===== src/rtl/stream_mux_pkg.sv =====
// rtl/stream_mux_pkg.sv - shared constants, beat type and round-robin grant helper for stream_mux_n
`timescale 1ns/1ps
package stream_mux_pkg;

    localparam int DATA_W_DEF = 32;
    localparam int N_CH_DEF   = 4;
    localparam int SEL_W_DEF  = $clog2(N_CH_DEF);
    localparam int MAX_CH     = 64;

    typedef struct packed {
        logic [SEL_W_DEF-1:0]  chan;
        logic [DATA_W_DEF-1:0] data;
    } beat_t;

    // First valid channel found walking from ptr+1 with wrap; -1 when none is valid.
    function automatic int next_rr_grant(input logic [MAX_CH-1:0] valid,
                                         input int ptr,
                                         input int n_ch);
        int idx;
        next_rr_grant = -1;
        for (int k = n_ch; k >= 1; k--) begin
            idx = (ptr + k) % n_ch;
            if (valid[idx]) begin
                next_rr_grant = idx;
            end
        end
    endfunction

endpackage


===== src/rtl/stream_mux_n_skid.sv =====
// rtl/stream_mux_n_skid.sv - pipe_skid_reg: registered output stage with a one-entry skid buffer
`timescale 1ns/1ps
module pipe_skid_reg #(
    parameter int W = 34
) (
    input  logic         clk,
    input  logic         rst_n,
    input  logic [W-1:0] in_data,
    input  logic         in_valid,
    output logic         in_ready,
    output logic [W-1:0] out_data,
    output logic         out_valid,
    input  logic         out_ready
);

    logic [W-1:0] skid_data;
    logic         skid_full;
    logic         accept;
    logic         pop;

    // Ready comes straight from the skid flag, so out_ready never reaches in_ready.
    assign in_ready = ~skid_full;
    assign accept   = in_valid & ~skid_full;
    assign pop      = out_valid & out_ready;

    always_ff @(posedge clk or negedge rst_n) begin
        if (!rst_n) begin
            out_data  <= '0;
            out_valid <= 1'b0;
            skid_data <= '0;
            skid_full <= 1'b0;
        end else if (skid_full) begin
            // A full skid implies main is occupied; drain it on the next pop.
            if (out_ready) begin
                out_data  <= skid_data;
                skid_full <= 1'b0;
            end
        end else if (accept) begin
            if (!out_valid || out_ready) begin
                out_data  <= in_data;
                out_valid <= 1'b1;
            end else begin
                skid_data <= in_data;
                skid_full <= 1'b1;
            end
        end else if (pop) begin
            out_valid <= 1'b0;
        end
    end

endmodule


===== src/rtl/stream_mux_n.sv =====
// rtl/stream_mux_n.sv - N-channel registered stream mux; round-robin arbitration under STREAM_MUX_RR_EN
`timescale 1ns/1ps
module stream_mux_n
    import stream_mux_pkg::*;
#(
    parameter  int DATA_W = DATA_W_DEF,
    parameter  int N_CH   = N_CH_DEF,
    localparam int SEL_W  = $clog2(N_CH)
) (
    input  logic                   clk,
    input  logic                   rst_n,
    input  logic [N_CH*DATA_W-1:0] in_data,
    input  logic [N_CH-1:0]        in_valid,
    output logic [N_CH-1:0]        in_ready,
    input  logic [SEL_W-1:0]       sel,
`ifdef STREAM_MUX_RR_EN
    input  logic                   arb_mode,
`endif
    output logic [DATA_W-1:0]      out_data,
    output logic [SEL_W-1:0]       out_chan,
    output logic                   out_valid,
    input  logic                   out_ready
);

    logic                    grant_ok;
    logic [SEL_W-1:0]        grant_idx;
    logic [DATA_W-1:0]       grant_data;
    logic                    stage_valid;
    logic                    stage_ready;
    logic [SEL_W+DATA_W-1:0] stage_out;

`ifdef STREAM_MUX_RR_EN
    logic [SEL_W-1:0] rr_ptr;
    int               rr_grant;

    always_comb begin
        rr_grant = next_rr_grant(MAX_CH'(in_valid), int'(rr_ptr), N_CH);
    end
`endif

    always_comb begin
        grant_ok  = 1'b0;
        grant_idx = '0;
`ifdef STREAM_MUX_RR_EN
        if (arb_mode) begin
            if (rr_grant >= 0) begin
                grant_ok  = 1'b1;
                grant_idx = SEL_W'(rr_grant);
            end
        end else
`endif
        // Out-of-range select grants nothing rather than aliasing a channel.
        if (int'(sel) < N_CH) begin
            grant_ok  = 1'b1;
            grant_idx = sel;
        end
    end

    always_comb begin
        grant_data = in_data[grant_idx*DATA_W +: DATA_W];
    end

    assign stage_valid = grant_ok & in_valid[grant_idx];

    always_comb begin
        in_ready = '0;
        for (int i = 0; i < N_CH; i++) begin
            in_ready[i] = rst_n & stage_ready & grant_ok & (grant_idx == SEL_W'(i));
        end
    end

`ifdef STREAM_MUX_RR_EN
    always_ff @(posedge clk or negedge rst_n) begin
        if (!rst_n) begin
            rr_ptr <= SEL_W'(N_CH - 1);
        end else if (arb_mode && stage_valid && stage_ready) begin
            rr_ptr <= grant_idx;
        end
    end
`endif

    pipe_skid_reg #(
        .W(SEL_W + DATA_W)
    ) u_stage (
        .clk      (clk),
        .rst_n    (rst_n),
        .in_data  ({grant_idx, grant_data}),
        .in_valid (stage_valid),
        .in_ready (stage_ready),
        .out_data (stage_out),
        .out_valid(out_valid),
        .out_ready(out_ready)
    );

    assign {out_chan, out_data} = stage_out;

endmodule


===== config.mk =====
export PLATFORM = sky130hd
export DESIGN_NAME = stream_mux_n
export DESIGN_NICKNAME = d
export VERILOG_FILES = /design/src/rtl/stream_mux_pkg.sv /design/src/rtl/stream_mux_n_skid.sv /design/src/rtl/stream_mux_n.sv
export SDC_FILE = /design/constraint.sdc
export NUM_CORES = 1
export LEC_CHECK = 0
export CAP_MARGIN = 20
export CELL_PAD_IN_SITES_DETAIL_PLACEMENT = 1
export CELL_PAD_IN_SITES_GLOBAL_PLACEMENT = 2
export CORE_ASPECT_RATIO = 0.8
export CORE_MARGIN = 2
export CORE_UTILIZATION = 26
export CTS_CLUSTER_DIAMETER = 50
export DETAILED_ROUTE_END_ITERATION = 16
export PLACE_DENSITY = 0.78
export SLEW_MARGIN = 20
export SYNTH_ARGS = -nofsm -noshare
export SYNTH_HDL_FRONTEND = slang
export SYNTH_HIERARCHICAL = 1
export SYNTH_SLANG_ARGS = --single-unit

===== constraint.sdc =====
create_clock -name clk -period 1.25 [get_ports clk]
set_input_delay 0.1875 -clock clk [delete_from_list [all_inputs] [get_ports clk]]
set_output_delay 0.1875 -clock clk [all_outputs]
set_load 0.1 [all_outputs]

After elaboration in Yosys (flattened, before gate mapping)
Index checks and enable logic that the tools add are counted.
W data, S select, Z words.
- bits of input ports: 137
- register bits after elaboration: 70
- logic and storage cells: 42
- reductions and logical operators: 9
- muxes and demuxes: 13
- magnitude comparators: 1
- eq/ne operators: 5
- shift operators: 1
- bitwise logic cells: 9
- operators with widths (operator ; count):
    $mux W34 ; 4
    $shiftx A128 B8 Y32 ; 1
    $reduce_and A3 Y1 ; 3
    $mux W1 ; 8
    $and A1 B1 Y1 ; 7
    $reduce_bool A2 Y1 ; 3
    $eq A2 B2 Y1 const B ; 2
    $ne A2 B2 Y1 const B ; 2
    $lt A2 B3 Y1 const B ; 1
    $bmux W1 S2 ; 1
    $eq A2 B1 Y1 const B ; 1
    $logic_not A2 Y1 ; 1
    $not A1 Y1 ; 2
    $logic_not A1 Y1 ; 1
    $logic_or A1 B1 Y1 ; 1

Logic depth before layout (Yosys ltp)
- depth after elaboration: 5
- depth in mapped cells: 6
- depth with buffers taken out: 3

By module
Netlist, hierarchy kept.
- by module, submodules not included (module ; seq. area each (µm²) ; area each (µm²) ; instances ; cells an instance):
    pipe_skid_reg ; 1751.7 ; 3333.2 ; 1 ; 193
    stream_mux_n ; 0.0 ; 883.3 ; 1 ; 45

Worst setup path after synthesis
Ideal clock, no wire load.
- path type: reg-to-output
- from: register u_stage.skid_full
- to: output in_ready[0]
- required time: 1062 ps
- arrival: 3426 ps
- setup slack: -2363 ps
- cell stages (with the launch flop): 3
- cells stage by stage: dfrtp_1 -> inv_1 -> nor4bb_1
- word-level cells in the longest chain between the ends: 3
- ends and longest elaborated chain (what ; RTL line ; RTL):
    from (decl) ; stream_mux_n_skid.sv:17 ; logic skid_full;
    from (signal assigned) ; stream_mux_n_skid.sv:31 ; skid_full <= 1'b0;
    from (signal assigned) ; stream_mux_n_skid.sv:36 ; skid_full <= 1'b0;
    from (signal assigned) ; stream_mux_n_skid.sv:44 ; skid_full <= 1'b1;
    $not A1 Y1 (no line) ; n/a ;
    net stage_ready ; stream_mux_n.sv:29 ; logic stage_ready;
    $and A1 B1 Y1 (2 in a row) ; stream_mux_n.sv:68 ; in_ready[i] = rst_n & stage_ready & grant_ok & (grant_idx == SEL_W'(i));
    to (decl) ; stream_mux_n.sv:14 ; output logic [N_CH-1:0] in_ready,
The timed path passes the listed nets, and every way through them passes these cells.

Worst setup path after layout
- from: register u_stage.skid_full
- to: register u_stage.skid_data[0]
- word-level cells in the longest chain between the ends: 3
- ends and longest elaborated chain (what ; RTL line ; RTL):
    $not A1 Y1 (no line) * ; n/a ;
    net stage_ready ; stream_mux_n.sv:29 ;
    $and A1 B1 Y1 ; stream_mux_n_skid.sv:23 ; assign accept = in_valid & ~skid_full;
    $reduce_and A3 Y1 (no line) * ; n/a ;
    to (signal assigned) ; stream_mux_n_skid.sv:43 ; skid_data <= in_data;
    to (decl) ; stream_mux_n_skid.sv:16 ; logic [W-1:0] skid_data;
Mark *: on every way through the listed nets, which the timed path passes. The rest lies on a longest branch.
A chain may end at the register's enable or synchronous reset.

==> out/metrics.csv <==
stage,metric,value,unit
worst_setup_path,crit path max-delay cell type,dfrtp_2,
route,DRC Markers,0,
route,drt pass-1 iters,4,
synthesis,syn_nets,375,
die,num rows,41,
place,placed inst area,6630,µm²
min_path,Min-Delay Path Depth,3,
clock_tree,Worst-path clk slew,0.06,ns
finish,share of post-route cells with drive strength above 1,53.1,%
clock_tree,CTS Root Cell,clkbuf_16,
timing,fmax,625,MHz
power,maximum VDD drop,0.00144,V
synthesis,Mean Syn Cell Area,17.7,µm²
timing,relative slew slack,73.5,%
worst_setup_path,critical path cell sequence,inv_2 -> buf_4 -> and4_4 -> buf_12 -> buf_16 -> mux2_4,
outcome,failing checks,negative setup slack,
place,Placer Congestion,0.715,
outcome,outcome,"complete, but fails checks",
worst_setup_path,Max stage delay on crit path,0.44,ns
run,max cap viols,0,
route,vias per cell,4.49,
synthesis,share of the yosys chip area belonging to registers,41.5,%
grt,Tot GR Track Use,15.9,%
timing,worst slew pin tran,0.397,ns
worst_setup_path,crit-path max FO,8,
timing,Tmin final,1.60,ns
power,Cell Pwr Density,2410,nW/µm²
synthesis,synth warn,6,
worst_setup_path,worst path arrival time,1.81,ns
timing,RSZ-0062 raised after global routing,yes,
worst_setup_path,CP Class,register to register,
clock_tree,Longest Clk Path Bufs,2,
synthesis,cells after synthesis,238,
die,Initial Util,26.7,%
route,Routed WL per cell,20.0,µm
grt,initial antenna violation count,0,
timing,Final Hold Fails,0,
timing,slack of the critical path,-0.349,ns
die,die height,118,µm
route,Antenna Nets Post-Route,0,
die,Core ar.,15800,µm²
power,total power,17800,µW
place,placed wire-length estimate,8.76,mm
die,Die Width,146,µm
worst_setup_path,CP startpoint kind,register,
place,port bufs,175,
synthesis,unique cell type count in the Yosys netlist,17,
timing,clk_skew,0.00926,ns
worst_setup_path,critical path capture point type,register,
clock_tree,clk sinks,70,
route,Vias,2997,
finish,Layout area overhead,75.5,%
grt,largest net degree at the start of global routing,71,
worst_setup_path,Worst Reg-to-Reg Cells,6,
synthesis,Post-Syn Area,4220,µm²
die,die area,17300,µm²
power,Pleak,0.00312,µW
min_path,worst hold path type,primary input to register,
clock_tree,H-tree levels,3,
clock_tree,clock latency on the worst-skew pair,0.33,ns
worst_setup_path,Critical path buffers and inverters,4,
finish,final instance area,7400,µm²
die,I/O Pins,176,
clock_tree,Inserted Clock Buffers,9,
timing,crit share post-route,128,%
grt,global route overflow,0,
worst_setup_path,crit-path leading delay family,buffers and inverters,
route,routed wire length,13.3,mm
synthesis,Yosys reg bits,70,
clock_tree,CTS tree,done,
timing,Slew Limit Fails,0,
grt,vias in the first global route,3534,
finish,Post-Route Utilization,46.8,%
grt,first-pass GRT wire length,21.0,mm
worst_setup_path,Worst path depth,6,
route,Iter 0 DRT Violations,102,
timing,setup TNS,-20.67,ns
worst_setup_path,CP required,1.46,ns
timing,Setup Viol. Count Final,74,
finish,Diodes inserted,0,
finish,# nets final,585,
[per-layer routing]
metal	wire, µm	part of all wire [%]	GRT usage (%)	up-vias
li1	-	-	-	1348
met1	6080	46	21.1	1528
met2	6160	46	25.2	111
met3	973	7.3	5.85	10
met4	119	0.89	2.85	0
met5	0	0	0	-
[worst register-to-register path, stage by stage (launching register included)]
cell and delay (ns):
dfrtp_2 0.44, inv_2 0.07, buf_4 0.10, and4_4 0.28, buf_12 0.15, buf_16 0.15
mux2_4 0.30
[cells by family after synthesis]
kind of cell	Yosys count	share of synthesized area, %
AO/OA/AOI/OAI	4	0.623
buffers and inverters	23	6.05
flip-flops	70	41.5
multiplexers	135	50.6
AND/OR/NAND/NOR	6	1.22
[flip-flops by register name, summed over array words and instances (netlist names)]
signal and cells:
u_stage/out_data 34, u_stage/out_valid 1, u_stage/skid_data 34, u_stage/skid_full 1
[cell usage after synthesis]
library cell,n,area (µm²)
mux2_4,59,886
buf_2,4,20.0
dfrtp_1,70,1750
buf_12,5,100
and4_1,2,17.5
mux2_2,40,450
nor4bb_1,1,10.0
and4b_1,2,20.0
o22a_1,1,8.76
buf_6,11,124
nor2_1,1,3.75
inv_1,3,11.3
mux2_1,3,33.8
a21o_1,1,7.51
mux4_2,28,631
mux4_1,5,131
o21ai_0,2,10.0
[final timing paths]
check / end / start / slack [ns]
max: u_stage/skid_data[0] / u_stage/skid_full / -0.35
min: u_stage/skid_data[33] / sel[1] / 0.46
max reg2reg: u_stage/skid_data[0] / u_stage/skid_full / -0.35
min reg2reg: u_stage/skid_data[15] / u_stage/skid_data[15] / 0.50
max in group asynchronous: u_stage/out_valid / rst_n / 0.33
min in group asynchronous: u_stage/out_data[33] / rst_n / 0.59
[through the flow]
step | setup WS (ns) | hold WS (ns) | instances
after floorplan | -0.518 | -0.108 | 238
after global placement | -0.721 | 0.319 | 628
after detailed placement | -0.746 | 0.330 | 628
after CTS | -0.327 | 0.469 | 666
after global routing | -0.421 | 0.479 | 667
final | -0.349 | 0.455 | 667
[placed cells by master (no fill, tap or decap), drive strengths merged]
cell type	instances
nor4bb	1
clkbuf	15
mux2	102
o22a	1
and4	2
dlygate4sd3	1
clkinv	2
nor2	1
inv	3
clkdlybuf4s50	129
o21ai	2
mux4	33
dfrtp	70
a21o	1
buf	87
and4b	2
[layout make-up]
cell class,count,area (µm²)
Clock buffer,13,250
Clock inverter,2,10.0
Fill cell,1565,8400
Inverter,3,11.3
Multi-Input combinational cell,145,2270
Sequential cell,70,1760
Tap cell,215,269
Timing Repair Buffer,219,2830
[power breakdown]
part / internal [µW] / switching (µW)
registers: 3420 / 1000
clock network: 1380 / 906
logic: 5220 / 5870
total: 10000 / 7780
[repair_timing]
item / in CTS / in global routing
cloned: 9 / 2
endpoints found under the setup margin: 74 / 75
hold endpoints to repair: 70 / 0
gates resized for setup: 45 / 14
hold buffers: 1 / 0
setup buffers: 13 / 5
pin swaps: 3 / 1
Power figures use the tool's default switching activity.
